==> src/rtl/bcd_pkg.sv <==
// Shared types and constants for the BCD time-of-day digit counters.
package bcd_pkg;

  typedef logic [3:0] bcd_digit_t;

  localparam bcd_digit_t BCD_MAX       = 4'd9;
  localparam bcd_digit_t HOUR_2X_DIGIT = 4'd2;

endpackage

==> src/rtl/bcd_counter_if.sv <==
// Control/status bundle of one BCD digit stage.
// The load/loadVal pair exists only when BCD_COUNTER_LOAD_EN is defined.
interface bcd_counter_if;
  import bcd_pkg::*;

  logic       en;
  logic       cin;
  logic       hourIs2XIn;
  bcd_digit_t cnt;
  logic       cout;
  logic       hourIs2XOut;
`ifdef BCD_COUNTER_LOAD_EN
  logic       load;
  bcd_digit_t loadVal;
`endif

  modport master (
    output en,
    output cin,
    output hourIs2XIn,
`ifdef BCD_COUNTER_LOAD_EN
    output load,
    output loadVal,
`endif
    input  cnt,
    input  cout,
    input  hourIs2XOut
  );

  modport slave (
    input  en,
    input  cin,
    input  hourIs2XIn,
`ifdef BCD_COUNTER_LOAD_EN
    input  load,
    input  loadVal,
`endif
    output cnt,
    output cout,
    output hourIs2XOut
  );

endinterface

==> src/rtl/bcd_counter.sv <==
// One BCD digit of the time-of-day chain with combinational carry-out.
// Optional BCD_COUNTER_LOAD_EN adds a synchronous load for setting the time.
module bcd_counter
  import bcd_pkg::*;
#(
  parameter int unsigned MAX_DIGIT    = 9,
  parameter int unsigned MAX_DIGIT_2X = 3
) (
  input logic        clk,
  input logic        reset,
  bcd_counter_if.slave bus
);

  if (MAX_DIGIT > 9 || MAX_DIGIT_2X > 9) begin : g_param_err
    $error("bcd_counter: MAX_DIGIT and MAX_DIGIT_2X must be <= 9");
  end

  localparam bcd_digit_t MaxD   = bcd_digit_t'(MAX_DIGIT);
  localparam bcd_digit_t Max2xD = bcd_digit_t'(MAX_DIGIT_2X);

  bcd_digit_t cnt_q, cnt_d;
  bcd_digit_t limit;
  logic       inc;
  logic       at_limit;
  logic       ld;

`ifdef BCD_COUNTER_LOAD_EN
  bcd_digit_t ld_val;
  assign ld     = bus.load;
  assign ld_val = (bus.loadVal > BCD_MAX) ? BCD_MAX : bus.loadVal;
`else
  assign ld = 1'b0;
`endif

  assign limit    = bus.hourIs2XIn ? Max2xD : MaxD;
  assign inc      = bus.en & bus.cin;
  // >= so an out-of-range digit still wraps once the limit drops
  assign at_limit = (cnt_q >= limit);

  always_comb begin
    cnt_d = cnt_q;
    if (inc) begin
      cnt_d = at_limit ? 4'd0 : cnt_q + 4'd1;
    end
`ifdef BCD_COUNTER_LOAD_EN
    if (ld) begin
      cnt_d = ld_val;
    end
`endif
  end

  always_ff @(posedge clk or negedge reset) begin
    if (!reset) begin
      cnt_q <= 4'd0;
    end else begin
      cnt_q <= cnt_d;
    end
  end

  assign bus.cnt         = cnt_q;
  assign bus.cout        = inc & at_limit & ~ld;
  assign bus.hourIs2XOut = (cnt_q == HOUR_2X_DIGIT);

endmodule

==> src/flat_wrapper.sv <==
// flat-port wrapper written by rule: the top's interface ports become plain ports
module bcd_counter_flat import bcd_pkg::*;
#(
  parameter int unsigned MAX_DIGIT    = 9,
  parameter int unsigned MAX_DIGIT_2X = 3
)
  (clk, reset, bus_en, bus_cin, bus_hourIs2XIn, bus_cnt, bus_cout, bus_hourIs2XOut);
  bcd_counter_if bus_i ();
  input logic clk;
  input logic reset;
  input wire logic [$bits(bus_i.en)-1:0] bus_en;
  input wire logic [$bits(bus_i.cin)-1:0] bus_cin;
  input wire logic [$bits(bus_i.hourIs2XIn)-1:0] bus_hourIs2XIn;
  output wire logic [$bits(bus_i.cnt)-1:0] bus_cnt;
  output wire logic [$bits(bus_i.cout)-1:0] bus_cout;
  output wire logic [$bits(bus_i.hourIs2XOut)-1:0] bus_hourIs2XOut;
  assign bus_i.en = bus_en;
  assign bus_i.cin = bus_cin;
  assign bus_i.hourIs2XIn = bus_hourIs2XIn;
  assign bus_cnt = bus_i.cnt;
  assign bus_cout = bus_i.cout;
  assign bus_hourIs2XOut = bus_i.hourIs2XOut;
  bcd_counter #(.MAX_DIGIT(MAX_DIGIT), .MAX_DIGIT_2X(MAX_DIGIT_2X)) u_core (.clk(clk), .reset(reset), .bus(bus_i));
endmodule
==> config.mk <==
export PLATFORM = sky130hd
export DESIGN_NAME = bcd_counter_flat
export DESIGN_NICKNAME = d
export VERILOG_FILES = /design/src/rtl/bcd_pkg.sv /design/src/rtl/bcd_counter_if.sv /design/src/rtl/bcd_counter.sv /design/src/flat_wrapper.sv
export SDC_FILE = /design/constraint.sdc
export NUM_CORES = 1
export LEC_CHECK = 0
export CAP_MARGIN = 5
export CORE_AREA = 2 2 39 41
export CTS_CLUSTER_SIZE = 12
export DETAILED_ROUTE_END_ITERATION = 7
export DIE_AREA = 0 0 41 43
export PLACE_DENSITY = 0.53
export SLEW_MARGIN = 20
export SYNTH_ARGS = -nofsm -noshare
export SYNTH_HDL_FRONTEND = slang
export SYNTH_SLANG_ARGS = --single-unit
==> constraint.sdc <==
create_clock -name clk -period 2 [get_ports clk]
set_input_delay 0.5 -clock clk [delete_from_list [all_inputs] [get_ports clk]]
set_output_delay 0.5 -clock clk [all_outputs]
set_load 0.02 [all_outputs]
==> flow_metrics.py <==
metrics = {
    "hold_path": {
        "hp-class": "in -> async",
    },
    "critical_path": {
        "ff2ff_path_depth": 6,
        "startpoint": "u_core.bus.cnt[1]",
        "endpoint": "bus_cout",
        "worstPathMaxFanout": 2,
        "crit_type": "reg -> out",
        "regToRegSetupSlack_ns": 0.27,
        "reg2reg_to": "u_core.bus.cnt[3]",
        "crit_required_ns": 1.50,
        "r2r_start": "u_core.bus.cnt[1]",
        "cp.arrival_ns": 1.59,
        "endpoint_kind": "output port",
        "cp-start-kind": "register",
    },
    "place": {
        "placed_cells": 62,
        "routabilityCongestion": 0.7294,
        "io_buffer_count": 10,
    },
    "floorplanning": {
        "num_io_pins": 11,
        "rows": 14,
        "start_util": 0.1989,
        "die-area_um2": 1763,
        "die_w_um": 41,
        "core_area_um2": 1384,
        "die_h_um": 43,
    },
    "drt": {
        "drt_iter0_markers": 1,
        "drc": 0,
        "vias": 281,
        "vias_per_cell": 4.323,
        "wire_per_inst_um": 10.26,
        "ant_nets": 0,
        "routed_wl_um": 667,
        "first_pass_iters": 4,
    },
    "synthesis": {
        "yosysSeqAreaShare": 0.3636,
        "synth_compound_area_frac": 0.2364,
        "syn_area_per_cell_um2": 9.831,
        "yosys-top-cells-area": "dfrtp_1 (36%), ha_1 (18%), o311ai_2 (5.9%)",
        "synth_fa_ha_area_frac": 0.1818,
        "ys_ff_latch": 4,
        "synthSimpleGateAreaFrac": 0.1909,
        "synth_area_leader_cell": "dfrtp_1",
        "ys_warn_count": 0,
        "muxShareOfSynthArea": 0,
        "syn_area_um2": 275.3,
        "ys_types": 15,
        "syn-num-nets": 37,
        "synth_xor_area_frac": 0,
        "yosysTopAreaCellShare": 0.3636,
        "synth_top_family_by_area": "compound AO/OA/AOI/OAI gates",
        "netlist_instances": 28,
    },
    "outcome": {
        "violations": "negative setup slack",
        "outcome": "finished with violations",
    },
    "cts": {
        "htree_levels": 1,
        "cts_buffers": 3,
        "cts_setup_buffers": 0,
        "cts_sinks": 4,
        "cts_root_buf": "clkbuf_4",
        "cts_tree": "yes",
        "clkLatencyLatePin_ns": 0.23,
        "clkTransAtPathRegs_ns": 0.04,
        "clockBufferDepth": 2,
    },
    "power": {
        "leakagePower_uw": 0.0002251,
        "ir_drop_v": 0.0005125,
        "p_total_uw": 636.5,
        "cellPowerDensity_nw_per_um2": 1353,
    },
    "cells_and_area": {
        "nNetsFinal": 60,
        "antenna_cells": 0,
        "finalNonFillerCells": 65,
        "area_growth_pct": 70.91,
        "drive_gt1_frac": 0.3265,
        "mostFrequentLayoutCells": "buf_4 (9), clkdlybuf4s50_1 (7), ha_1 (4), dfrtp_1 (4)",
        "final_common_cell": "buf_4",
        "largest_reg_flops": 4,
    },
    "timing": {
        "max_freq_ghz": 0.4785,
        "maxSlewHeadroom": 0.8548,
        "rsz0062_at_grt": "yes",
        "slew_viol_final": 0,
        "finalSetupViolCount": 1,
        "setup_ws_ns": -0.08987,
        "tightest_slew_ns": 0.2172,
        "finalSetupTns_ns": -0.08987,
        "hold_viol": 0,
        "fin_skew_ns": 0.001731,
        "fin_crit_sh": 1.045,
        "layout_min_cycle_time_ns": 2.090,
    },
    "global_routing": {
        "grt_max_degree": 6,
        "grt_pass1_wl_um": 1131,
        "grtUsageTotal": 0.1017,
        "grt_pass1_vias": 279,
        "antenna_found_initial": 0,
        "overflow": 0,
    },
    "run": {
        "cap_violations": 0,
    },
}
[per-layer routing]
metal	vias up	wire length, um	track usage
li1	146	-	-
met1	122	316	0.1299
met2	13	302	0.1344
met3	0	48	0.03141
met4	0	0	0.08000
met5	-	0	0
[through the flow]
step | cell area, um^2 | hold WS [ns] | util | setup slack [ns]
final | 470.5 | 0.4725 | 0.3400 | -0.08987
after global routing | 470.5 | 0.4862 | 0.3400 | -0.1461
after CTS | 473.0 | 0.4738 | 0.3418 | -0.1510
after detailed placement | 455.4 | 0.6663 | 0.3291 | -0.8388
after global placement | 455.4 | 0.6647 | 0.3291 | -0.8345
after floorplan | 275.3 | 0.2044 | - | 0.05103
[Yosys cell counts, drive strengths merged]
| cell type | instances |
|---|---|
| dfrtp | 4 |
| nand2b | 1 |
| a21oi | 1 |
| ha | 4 |
| nor2 | 2 |
| o311ai | 1 |
| nor3b | 1 |
| a211oi | 1 |
| a211o | 1 |
| nand2 | 3 |
| nand3 | 3 |
| o21ai | 3 |
| a22o | 1 |
| inv | 2 |
[worst max-delay path, stage by stage, from the launching register on]
cell and delay (ns):
dfrtp_1 0.40, ha_1 0.28, a211o_1 0.32, a21oi_2 0.16, nor2_1 0.05, buf_4 0.15
[logic make-up after synthesis]
group	after synthesis
AOI/OAI and AO/OA	8
adders and majority gates	4
buffers and inverters	2
DFF	4
and+or+nand+nor	10
[what timing repair did]
| item | in CTS | in global routing |
|---|---|---|
| hold buffers | 0 | 0 |
| cloned | 0 | 0 |
| gates resized for setup | 7 | 3 |
| setup endpoints to repair | 4 | 2 |
| pin swaps | 2 | 3 |
[area by class of cell]
class	count	area, um^2
Timing Repair Buffer	18	152.6
Inverter	2	7.507
Sequential cell	4	100.1
Clock buffer	3	22.52
Tap cell	16	20.02
Fill cell	148	913.4
Multi-Input combinational cell	22	167.7
[where the power goes]
group          internal, uW  total [uW]  switching, uW  leakage, uW
logic                   202         391            188     0.000161
registers               115         146           31.5    0.0000501
clock network          67.1        99.6           32.5    0.0000138
[worst min-delay path by stage]
stage / startpoint / endpoint
floorplan: reset / u_core.bus.cnt[0]
global placement: u_core.bus.cnt[2] / u_core.bus.cnt[2]
detailed placement: u_core.bus.cnt[3] / u_core.bus.cnt[3]
CTS: reset / u_core.bus.cnt[3]
global route: reset / u_core.bus.cnt[3]
finish: reset / u_core.bus.cnt[1]
Note: power is estimated with default switching activity, not from simulation.
